## config.mk

```make
export PLATFORM = sky130hd
export DESIGN_NAME = hazard_scoreboard_flat
export DESIGN_NICKNAME = d
export VERILOG_FILES = /design/src/rtl/hazard_scoreboard_if.sv /design/src/rtl/hazard_scoreboard.sv /design/src/flat_wrapper.sv
export SDC_FILE = /design/constraint.sdc
export NUM_CORES = 1
export LEC_CHECK = 0
export ABC_AREA = 1
export CAP_MARGIN = 20
export CORE_AREA = 2 2 67 69
export DETAILED_ROUTE_END_ITERATION = 10
export DIE_AREA = 0 0 69 71
export GPL_ROUTABILITY_DRIVEN = 0
export GPL_TIMING_DRIVEN = 1
export PLACE_DENSITY = 0.78
export SLEW_MARGIN = 20
export SYNTH_ARGS = -nofsm -noshare
export SYNTH_HDL_FRONTEND = slang
export SYNTH_SLANG_ARGS = --single-unit
```

## constraint.sdc

```tcl
create_clock -name clk -period 2.4 [get_ports clk]
set_input_delay 0.6 -clock clk [delete_from_list [all_inputs] [get_ports clk]]
set_output_delay 0.6 -clock clk [all_outputs]
set_load 0.005 [all_outputs]
```

## src/rtl/hazard_scoreboard_if.sv

```systemverilog
// Purpose: ID-stage <-> hazard/forwarding controller bundle.
//   master : ID stage (drives decoded instruction, consumes controls)
//   slave  : hazard_scoreboard
// Signals:
//   id_valid, id_rn, id_rm, id_rn_used, id_rm_used, id_rd, id_regwrite,
//   id_is_load, id_setflag, id_uses_flags, br_taken   (ID -> scoreboard)
//   fwd_a, fwd_b, flag_fwd, stall, flush_ifid, stall_cnt (scoreboard -> ID)
interface hazard_scoreboard_if #(
    parameter int unsigned REG_ADDR_W = 5,
    parameter int unsigned SEL_W      = 2,
    parameter int unsigned CNT_W      = 16
);
    logic                  id_valid;
    logic [REG_ADDR_W-1:0] id_rn;
    logic [REG_ADDR_W-1:0] id_rm;
    logic                  id_rn_used;
    logic                  id_rm_used;
    logic [REG_ADDR_W-1:0] id_rd;
    logic                  id_regwrite;
    logic                  id_is_load;
    logic                  id_setflag;
    logic                  id_uses_flags;
    logic                  br_taken;

    logic [SEL_W-1:0]      fwd_a;
    logic [SEL_W-1:0]      fwd_b;
    logic                  flag_fwd;
    logic                  stall;
    logic                  flush_ifid;
    logic [CNT_W-1:0]      stall_cnt;

    modport master (
        output id_valid, id_rn, id_rm, id_rn_used, id_rm_used, id_rd,
               id_regwrite, id_is_load, id_setflag, id_uses_flags, br_taken,
        input  fwd_a, fwd_b, flag_fwd, stall, flush_ifid, stall_cnt
    );

    modport slave (
        input  id_valid, id_rn, id_rm, id_rn_used, id_rm_used, id_rd,
               id_regwrite, id_is_load, id_setflag, id_uses_flags, br_taken,
        output fwd_a, fwd_b, flag_fwd, stall, flush_ifid, stall_cnt
    );
endinterface

```

## src/rtl/hazard_scoreboard.sv

```systemverilog
// Purpose: hazard and forwarding controller beside the ID stage. Tracks the
// destination of every in-flight instruction (stages 1..DEPTH after ID) in a
// shift-register scoreboard and derives operand forwarding selects, load-use
// stalls, branch flush and condition-flag forwarding.
// Ports:
//   clk    rising-edge clock
//   reset  synchronous, active-high
//   bus    hazard_scoreboard_if.slave (ID instruction in, controls out)
// Configuration macro: HAZARD_FLAG_FWD_EN
//   defined   -> flag dependency on stage 1 is resolved by flag_fwd
//   undefined -> flag_fwd tied low, flag dependency stalls one cycle instead
// DEPTH is legal in 2..4.
module hazard_scoreboard #(
    parameter int unsigned REG_ADDR_W = 5,
    parameter int unsigned ZERO_REG   = 31,
    parameter int unsigned DEPTH      = 2,
    parameter int unsigned SEL_W      = $clog2(DEPTH + 1),
    parameter int unsigned CNT_W      = 16
) (
    input  logic                 clk,
    input  logic                 reset,
    hazard_scoreboard_if.slave   bus
);

    localparam logic [REG_ADDR_W-1:0] ZERO_IDX = REG_ADDR_W'(ZERO_REG);

    typedef struct packed {
        logic                  valid;
        logic [REG_ADDR_W-1:0] rd;
        logic                  regwrite;
        logic                  is_load;
        logic                  setflag;
    } entry_t;

    // sb_q[k] describes the instruction in stage k+1
    entry_t           sb_q [DEPTH];
    logic [CNT_W-1:0] stall_cnt_q;

    logic [SEL_W-1:0] fwd_a_c;
    logic [SEL_W-1:0] fwd_b_c;
    logic             load_use_c;
    logic             flag_dep_c;
    logic             stall_c;
    logic             flag_fwd_c;
    logic             flush_c;

    // A source depends on an entry only if it is really read and not the zero register
    function automatic logic src_hit(input entry_t e,
                                     input logic [REG_ADDR_W-1:0] s,
                                     input logic used);
        return e.valid && e.regwrite && (e.rd == s) && (s != ZERO_IDX) && used;
    endfunction

    // Forwarding selects: scan oldest to youngest so the youngest writer wins
    always_comb begin
        fwd_a_c = '0;
        fwd_b_c = '0;
        for (int k = int'(DEPTH) - 1; k >= 0; k--) begin
            if (src_hit(sb_q[k], bus.id_rn, bus.id_rn_used)) fwd_a_c = SEL_W'(k + 1);
            if (src_hit(sb_q[k], bus.id_rm, bus.id_rm_used)) fwd_b_c = SEL_W'(k + 1);
        end
    end

    // Load-use, flag dependency, stall and flush
    always_comb begin
        load_use_c = bus.id_valid && sb_q[0].is_load &&
                     (src_hit(sb_q[0], bus.id_rn, bus.id_rn_used) ||
                      src_hit(sb_q[0], bus.id_rm, bus.id_rm_used));
        flag_dep_c = bus.id_valid && bus.id_uses_flags &&
                     sb_q[0].valid && sb_q[0].setflag;
`ifdef HAZARD_FLAG_FWD_EN
        stall_c    = load_use_c;
        flag_fwd_c = flag_dep_c;
`else
        // Without flag forwarding, wait one cycle for the flag register update
        stall_c    = load_use_c || flag_dep_c;
        flag_fwd_c = 1'b0;
`endif
        flush_c    = bus.id_valid && bus.br_taken && !stall_c;
    end

    // Scoreboard shift and saturating stall counter
    always_ff @(posedge clk) begin
        if (reset) begin
            for (int k = 0; k < int'(DEPTH); k++) sb_q[k] <= '0;
            stall_cnt_q <= '0;
        end else begin
            if (bus.id_valid && !stall_c) begin
                sb_q[0] <= '{valid:    1'b1,
                             rd:       bus.id_rd,
                             regwrite: bus.id_regwrite,
                             is_load:  bus.id_is_load,
                             setflag:  bus.id_setflag};
            end else begin
                sb_q[0] <= '0;
            end
            for (int k = 1; k < int'(DEPTH); k++) sb_q[k] <= sb_q[k-1];
            if (stall_c && (stall_cnt_q != {CNT_W{1'b1}})) begin
                stall_cnt_q <= stall_cnt_q + CNT_W'(1);
            end
        end
    end

    // Combinational controls are forced low while reset is asserted
    assign bus.fwd_a      = reset ? '0   : fwd_a_c;
    assign bus.fwd_b      = reset ? '0   : fwd_b_c;
    assign bus.flag_fwd   = reset ? 1'b0 : flag_fwd_c;
    assign bus.stall      = reset ? 1'b0 : stall_c;
    assign bus.flush_ifid = reset ? 1'b0 : flush_c;
    assign bus.stall_cnt  = stall_cnt_q;

endmodule
```

## src/flat_wrapper.sv

```systemverilog
// flat-port wrapper written by rule: the top's interface ports become plain ports
module hazard_scoreboard_flat 
#(
    parameter int unsigned REG_ADDR_W = 5,
    parameter int unsigned ZERO_REG   = 31,
    parameter int unsigned DEPTH      = 2,
    parameter int unsigned SEL_W      = $clog2(DEPTH + 1),
    parameter int unsigned CNT_W      = 16
)
  (clk, reset, bus_id_valid, bus_id_rn, bus_id_rm, bus_id_rn_used, bus_id_rm_used, bus_id_rd, bus_id_regwrite, bus_id_is_load, bus_id_setflag, bus_id_uses_flags, bus_br_taken, bus_fwd_a, bus_fwd_b, bus_flag_fwd, bus_stall, bus_flush_ifid, bus_stall_cnt);
  hazard_scoreboard_if #(.REG_ADDR_W(REG_ADDR_W), .SEL_W(SEL_W), .CNT_W(CNT_W)) bus_i ();
  input  logic clk;
  input  logic reset;
  input wire logic [$bits(bus_i.id_valid)-1:0] bus_id_valid;
  input wire logic [$bits(bus_i.id_rn)-1:0] bus_id_rn;
  input wire logic [$bits(bus_i.id_rm)-1:0] bus_id_rm;
  input wire logic [$bits(bus_i.id_rn_used)-1:0] bus_id_rn_used;
  input wire logic [$bits(bus_i.id_rm_used)-1:0] bus_id_rm_used;
  input wire logic [$bits(bus_i.id_rd)-1:0] bus_id_rd;
  input wire logic [$bits(bus_i.id_regwrite)-1:0] bus_id_regwrite;
  input wire logic [$bits(bus_i.id_is_load)-1:0] bus_id_is_load;
  input wire logic [$bits(bus_i.id_setflag)-1:0] bus_id_setflag;
  input wire logic [$bits(bus_i.id_uses_flags)-1:0] bus_id_uses_flags;
  input wire logic [$bits(bus_i.br_taken)-1:0] bus_br_taken;
  output wire logic [$bits(bus_i.fwd_a)-1:0] bus_fwd_a;
  output wire logic [$bits(bus_i.fwd_b)-1:0] bus_fwd_b;
  output wire logic [$bits(bus_i.flag_fwd)-1:0] bus_flag_fwd;
  output wire logic [$bits(bus_i.stall)-1:0] bus_stall;
  output wire logic [$bits(bus_i.flush_ifid)-1:0] bus_flush_ifid;
  output wire logic [$bits(bus_i.stall_cnt)-1:0] bus_stall_cnt;
  assign bus_i.id_valid = bus_id_valid;
  assign bus_i.id_rn = bus_id_rn;
  assign bus_i.id_rm = bus_id_rm;
  assign bus_i.id_rn_used = bus_id_rn_used;
  assign bus_i.id_rm_used = bus_id_rm_used;
  assign bus_i.id_rd = bus_id_rd;
  assign bus_i.id_regwrite = bus_id_regwrite;
  assign bus_i.id_is_load = bus_id_is_load;
  assign bus_i.id_setflag = bus_id_setflag;
  assign bus_i.id_uses_flags = bus_id_uses_flags;
  assign bus_i.br_taken = bus_br_taken;
  assign bus_fwd_a = bus_i.fwd_a;
  assign bus_fwd_b = bus_i.fwd_b;
  assign bus_flag_fwd = bus_i.flag_fwd;
  assign bus_stall = bus_i.stall;
  assign bus_flush_ifid = bus_i.flush_ifid;
  assign bus_stall_cnt = bus_i.stall_cnt;
  hazard_scoreboard #(.REG_ADDR_W(REG_ADDR_W), .ZERO_REG(ZERO_REG), .DEPTH(DEPTH), .SEL_W(SEL_W), .CNT_W(CNT_W)) u_core (.clk(clk), .reset(reset), .bus(bus_i));
endmodule
```

==> results of run 1 <==
[sequential cells by signal, summed over array words and instances, names as in the netlist]
name / cells
u_core.sb_q: 16
u_core.bus.stall_cnt: 16
[stage by stage]
stage                     TNS [ns]  utilization, %  setup WS (ns)  total power [mW]  cell area [um2]
after global placement       -3.30            63.1         -0.658             0.752             2650
after global routing       -0.0268            66.9        -0.0268              1.23             2810
after floorplan                  0               -          0.216             0.680             2060
after CTS                        0            66.8       0.000571              1.18             2810
final                            0            66.9         0.0749              1.17             2810
after detailed placement     -3.40            63.1         -0.705             0.755             2650
[layout make-up]
type                            instances  area share, %
Clock buffer                            8           3.20
Timing Repair Buffer                   67           20.4
Tap cell                               52           2.31
Multi-Input combinational cell        211           41.0
Sequential cell                        32           28.5
Inverter                               35           4.67
[final timing paths]
path / cells after the start / end / slack [ns] / startpoint
max: 11 / bus_flush_ifid / 0.07 / bus_id_rm_used
min: 2 / u_core.bus.stall_cnt[15]$_SDFFE_PP0P_ / 0.51 / u_core.bus.stall_cnt[15]$_SDFFE_PP0P_
max reg2reg: 15 / u_core.bus.stall_cnt[6]$_SDFFE_PP0P_ / 0.14 / u_core.sb_q[0][8]$_SDFFCE_PN0P_
min reg2reg: 2 / u_core.bus.stall_cnt[15]$_SDFFE_PP0P_ / 0.51 / u_core.bus.stall_cnt[15]$_SDFFE_PP0P_
[worst max-delay path: cells and delay by family]
family,cells,cell delay (ns)
buffers and inverters,3,0.36
AND/OR/NAND/NOR,8,0.75
[power by group through the flow]
stage / Sequential [mW] / Clock [mW] / Combinational (mW)
detailed placement: 0.616 / 0 / 0.139
global placement: 0.615 / 0 / 0.137
finish: 0.604 / 0.424 / 0.145
CTS: 0.604 / 0.434 / 0.139
global route: 0.605 / 0.459 / 0.162
floorplan: 0.612 / 0 / 0.0682
[Yosys cell counts, types with 2 or more instances]
library cell and number:
sky130_fd_sc_hd__a21oi_1 8, sky130_fd_sc_hd__a21oi_2 10, sky130_fd_sc_hd__buf_2 2, sky130_fd_sc_hd__clkbuf_1 2, sky130_fd_sc_hd__conb_1 2, sky130_fd_sc_hd__dfxtp_1 16
sky130_fd_sc_hd__edfxtp_1 16, sky130_fd_sc_hd__inv_1 34, sky130_fd_sc_hd__nand2_1 66, sky130_fd_sc_hd__nand3_1 25, sky130_fd_sc_hd__nand4_1 4, sky130_fd_sc_hd__nor2_1 43
sky130_fd_sc_hd__nor3_1 5, sky130_fd_sc_hd__nor4_1 2, sky130_fd_sc_hd__xnor2_1 14, sky130_fd_sc_hd__xor2_1 11
[per-layer routing]
metal	wire length [um]	global-route usage, %
met2	2360	33.8
met3	266	5.13
met4	86	6.97
met1	2070	24.3
met5	0	0
[cell families (layout without fill, tap and decap cells)]
logic type	after synthesis	in the layout	share of synthesized area [%]
compound gates	18	18	6.38
flops	32	32	40.1
buf+inv	42	110	8.57
fa+ha+maj	1	1	0.626
simple gates	150	150	33.0
other cells	2	17	0.376
xor+xnor	25	25	11.0
[repair_timing]
| item | in CTS | in global routing |
|---|---|---|
| pin swaps | 16 | 17 |
| buffers inserted | 7 | 1 |
| endpoints found under the setup margin | 6 | 21 |
| endpoints found under the hold margin | 0 | 0 |
| gates resized for setup | 58 | 26 |
==> results.md, run 1 <==
• 4.80 — vias per inst
• 0 — number of antenna violations at the first check in global routing
• 0 — Hold-fix buffers, CTS
• 23.7% — switching power as a share of total power
• output port — Worst setup EP type
• 46 — PortBufs
• 1,943 — vias
• 0.507 ns — minimum hold slack
• register to register — Worst Hold Class
• 12.4% — Logic pwr share
• 47.6% — initial core utilization
• 405 — Final Non-Filler Cells
• 36.1% — part of the total power dissipated in the clock network
• 801 um2 — combined flip-flop and latch cell area
• 0 — max capacitance violation total
• 2.33 ns — post-route minimum period
• 5 — TritonCTS buffer count
• 24.0% — area share of the largest cell type after synthesis
• 3 — maximum fanout encountered on the critical timing path
• sky130_fd_sc_hd__nand2_2 — Worst path most repeated cell
• 2 — H-tree levels
• 0.28 ns — Worst-Skew Late Latency
• 1.21 nW — static leakage
• 7740 um — global-route wire length before repair
• 4200 um2 — core area
• 0.00691 ns — clock skew after layout
• 4780 um — final routed wirelength across all metal layers
• 0.430 GHz — achievable frequency
• 0 — number of routed nets with antenna violations
• 69 um — Die Span X
• sky130_fd_sc_hd__edfxtp_1 — dominant cell type by area after synthesis
• 11.8 um — average wire per cell in the routed design
• sky130_fd_sc_hd__edfxtp_1 24%, sky130_fd_sc_hd__dfxtp_1 16%, sky130_fd_sc_hd__nand2_1 12% — leading cell types by total area after synthesis
• 0 — setup violators final
• 4900 um2 — floorplan die area
• 0 — Synth Warn #
• 2 — maximum root-to-sink buffer count
• 0.06 ns — clock slew at reported path FFs
• 2000 um2 — post-synth design cell area
• 63 x sky130_fd_sc_hd__nand2_1, 37 x sky130_fd_sc_hd__nor2_1, 30 x sky130_fd_sc_hd__inv_1 — most used cells in the layout excluding fill and tap cells
• 40.7% — post-synthesis to final-layout area growth
• input pin — type of element launching the critical path
• 19.8% — GRT Overall Usage
• 26 — distinct cell type count of the synthesized netlist
• sky130_fd_sc_hd__nand2_1 — most common cell after layout, fill and taps aside
• 0 — number of hold violations in the final report
• 7.41 um2 — Avg Inst Size Synth
• 71 um — vertical extent of the die
• sky130_fd_sc_hd__edfxtp_1 — Top FF cell, synth
• 1.80 ns — Data required, critical path
• 79 — number of DRC markers after the initial detailed-route iteration
• 32 — FF+latch count, synth
• input pin to output port — kind of critical path
• 0 — max-slew violations
• 0.20 ns — delay of the slowest cell on the worst path
• 0.278 mW — sw power
• 4 — 1st-pass router iterations
• 1,764 — vias in the first global route
• 24 — site row count
• 1.73 ns — critical path arrival
• dlygate4sd2_1 > inv_2 > nor2_2 > nand3_2 > nor2_2 > nand2_2 > nand2_2 > nand2_2 > nand4_1 > nor2_1 > buf_2 — ordered list of cells on the worst path
• 51.5% — sequential group share of total power
• 417 nW/um2 — Power Dens Cells
• finished clean — status
• 22.4% — fraction of layout instances using a drive strength above 1
• 1150 um2 — area occupied by multi-input gates
• 3500 um — DP Wirelength
• 326 uV — worst vdd rail ir drop
• 0 — number of diodes added for antenna fixing
• 32 — Clock Sink Count
• 355 — number of fillers in the final layout
• 16 — number of enable flip-flop cells after synthesis
• done — clock tree from TritonCTS
• 378 — net count of the finished layout
• 0 — total congestion overflow after global routing
• 48 — I/O pin total
• 40.1% — share of synthesized area occupied by flip-flops and latches
• 0% — async set or reset register ratio after synthesis
• 270 — Gate Count Post-Synth
• 96.9% — share of the clock period used by the worst path
• sky130_fd_sc_hd__dlygate4sd2_1 — cell with the largest stage delay on the worst path
• 0.896 mW — cell-internal power
• 0 — DRC viols
• sky130_fd_sc_hd__clkbuf_8 — cell chosen for the clock root
• 389 — instance count after placement with tap cells included
• 19 — pin count of the biggest net entering global routing
Note: power is estimated with default switching activity, not from simulation.
==> run 2: changes to the inputs <==
--- a/config.mk
+++ b/config.mk
@@ -13,7 +13,6 @@
 export GPL_ROUTABILITY_DRIVEN = 0
 export GPL_TIMING_DRIVEN = 1
 export PLACE_DENSITY = 0.78
-export SLEW_MARGIN = 20
 export SYNTH_ARGS = -nofsm -noshare
 export SYNTH_HDL_FRONTEND = slang
 export SYNTH_SLANG_ARGS = --single-unit
==> results of run 2 <==
No change in the layout: final DEF, timing and power equal those of run 1.
==> run 3: changes to the inputs <==
--- a/config.mk
+++ b/config.mk
@@ -7,9 +7,9 @@
 export LEC_CHECK = 0
 export ABC_AREA = 1
 export CAP_MARGIN = 20
-export CORE_AREA = 2 2 67 69
+export CORE_AREA = 4 4 69 71
 export DETAILED_ROUTE_END_ITERATION = 10
-export DIE_AREA = 0 0 69 71
+export DIE_AREA = 0 0 73 75
 export GPL_ROUTABILITY_DRIVEN = 0
 export GPL_TIMING_DRIVEN = 1
 export PLACE_DENSITY = 0.78
==> results.md, run 3 (same netlist as run 1, synthesis figures left out) <==
• 47.2% — initial core utilization
• 0 — total congestion overflow after global routing
• 0 — number of antenna violations at the first check in global routing
• 0 — number of routed nets with antenna violations
• 0 — max-slew violations
• 19.9% — fraction of layout instances using a drive strength above 1
• u_core.bus.stall_cnt[0]$_SDFFE_PP0P_ — startpoint of the lowest-slack register-to-register path
• 2.36 ns — post-route minimum period
• 393 — number of fillers in the final layout
• 1.76 ns — critical path arrival
• reset — worst setup path start
• 33.0% — met2 Use GR
• 419 nW/um2 — Power Dens Cells
• 19.0% — GRT Overall Usage
• 403 — Final Non-Filler Cells
• 4.80 — vias per inst
• 75 um — vertical extent of the die
• input pin — type of element launching the critical path
• 0.00655 ns — clock skew after layout
• clkdlybuf4s50_1 > nor3_1 > nand2_1 > nor4_1 > buf_2 — ordered list of cells on the worst path
• 32 — Clock Sink Count
• 39.8% — post-synthesis to final-layout area growth
• yes — RSZ-0062 raised after global routing
• 0.424 GHz — achievable frequency
• 4820 um — final routed wirelength across all metal layers
• finished clean — status
• 24 — site row count
• 8080 um — global-route wire length before repair
• 2 — H-tree levels
• 2 — maximum root-to-sink buffer count
• 19 — pin count of the biggest net entering global routing
• 5480 um2 — floorplan die area
• 1,936 — vias
• 1.20 nW — static leakage
• input pin to output port — kind of critical path
• 0 — setup violators final
• 46 — PortBufs
• 23.0% — global-route track usage on met1
• 0.28 ns — Worst-Skew Late Latency
• 3590 um — DP Wirelength
• 0 — number of hold violations in the final report
• 1,861 — vias in the first global route
• 376 — net count of the finished layout
• 0.895 mW — cell-internal power
• 0 — max capacitance violation total
• 0 — Hold-fix buffers, CTS
• 51 — number of DRC markers after the initial detailed-route iteration
• 51.5% — sequential group share of total power
• 23.5% — switching power as a share of total power
• 5 — TritonCTS buffer count
• 0.45 ns — delay of the slowest cell on the worst path
• 0.0420 ns — smallest setup slack after layout
• 12.9% — Logic pwr share
• 48 — I/O pin total
• 4230 um2 — core area
• 61 x sky130_fd_sc_hd__nand2_1, 41 x sky130_fd_sc_hd__nor2_1, 32 x sky130_fd_sc_hd__inv_1 — most used cells in the layout excluding fill and tap cells
• 0 — DRC viols
• 0 — number of diodes added for antenna fixing
• 35.6% — part of the total power dissipated in the clock network
• 2 — maximum fanout encountered on the critical timing path
• 345 uV — worst vdd rail ir drop
• 392 — instance count after placement with tap cells included
• 2670 um2 — instance area at placement
• -0.716 ns — Placement Setup Slack
• 3.74% — global routing usage on met3
• u_core.bus.stall_cnt[15]$_SDFFE_PP0P_ — hold path startpoint
• met2 — highest-utilization routing layer at the global route stage
• 0.06 ns — clock slew at reported path FFs
• sky130_fd_sc_hd__clkbuf_8 — cell chosen for the clock root
• 0.276 mW — sw power
• 1.80 ns — Data required, critical path
• 73 um — Die Span X
• 4 — 1st-pass router iterations
• register to register — Worst Hold Class
• output port — Worst setup EP type
• sky130_fd_sc_hd__clkdlybuf4s50_1 — cell with the largest stage delay on the worst path
• sky130_fd_sc_hd__nand2_1 — most common cell after layout, fill and taps aside
• 2800 um2 — Design Area, Final
• done — clock tree from TritonCTS
• 98.3% — share of the clock period used by the worst path
• 12.0 um — average wire per cell in the routed design
run 3: what timing repair did:
| item | in CTS | in global routing |
|---|---|---|
| gates cloned | 0 | 0 |
| hold endpoints to repair | 0 | 0 |
| pin swaps | 13 | 11 |
| setup endpoints to repair | 6 | 5 |
| resized for setup | 59 | 17 |
| buffers inserted | 1 | 2 |
run 3: area by class of cell:
type                    count  area (um2)  share of cell area, %
clock inverters             1        3.75                  0.134
inverters                  35         131                   4.70
well taps                  52        65.1                   2.33
clock buffers               7        86.3                   3.09
flip-flops and latches     32         801                   28.6
multi-input cells         211        1150                   41.1
repair buffers             65         559                   20.0
run 3: power groups by stage:
stage	clock (mW)	combinational (mW)	sequential, mW
after CTS	0.429	0.146	0.603
after global routing	0.454	0.167	0.604
after floorplan	0	0.0682	0.612
after global placement	0	0.142	0.614
final	0.417	0.151	0.603
after detailed placement	0	0.145	0.615
run 3: per-layer routing:
metal,wire length [um],vias to the layer above
met5,0,-
met4,61,0
met3,174,6
met2,2540,35
met1,2040,900
li1,-,995
run 3: metrics by stage:
| step | utilization (%) | hold slack, ns | power, mW | setup TNS (ns) |
|---|---|---|---|---|
| 2_1_floorplan | - | 0.489 | 0.680 | 0 |
| 3_3_place_gp | 63.2 | 0.490 | 0.756 | -3.34 |
| 3_5_place_dp | 63.2 | 0.498 | 0.759 | -3.94 |
| 4_1_cts | 65.6 | 0.507 | 1.18 | 0 |
| 5_1_grt | 66.0 | 0.538 | 1.23 | -0.117 |
| 6_report | 66.0 | 0.510 | 1.17 | 0 |
run 3: worst paths after layout:
path,end,slack (ns),depth (start not counted)
hold / removal,u_core.bus.stall_cnt[15]$_SDFFE_PP0P_,0.51,2
setup / recovery,bus_fwd_b[1],0.04,5
hold reg to reg,u_core.bus.stall_cnt[15]$_SDFFE_PP0P_,0.51,2
setup reg to reg,u_core.bus.stall_cnt[2]$_SDFFE_PP0P_,0.33,8
run 3: critical path: cells and delay by family:
family        cells  cell delay (ns)
buf+inv           2             0.60
simple gates      3             0.55
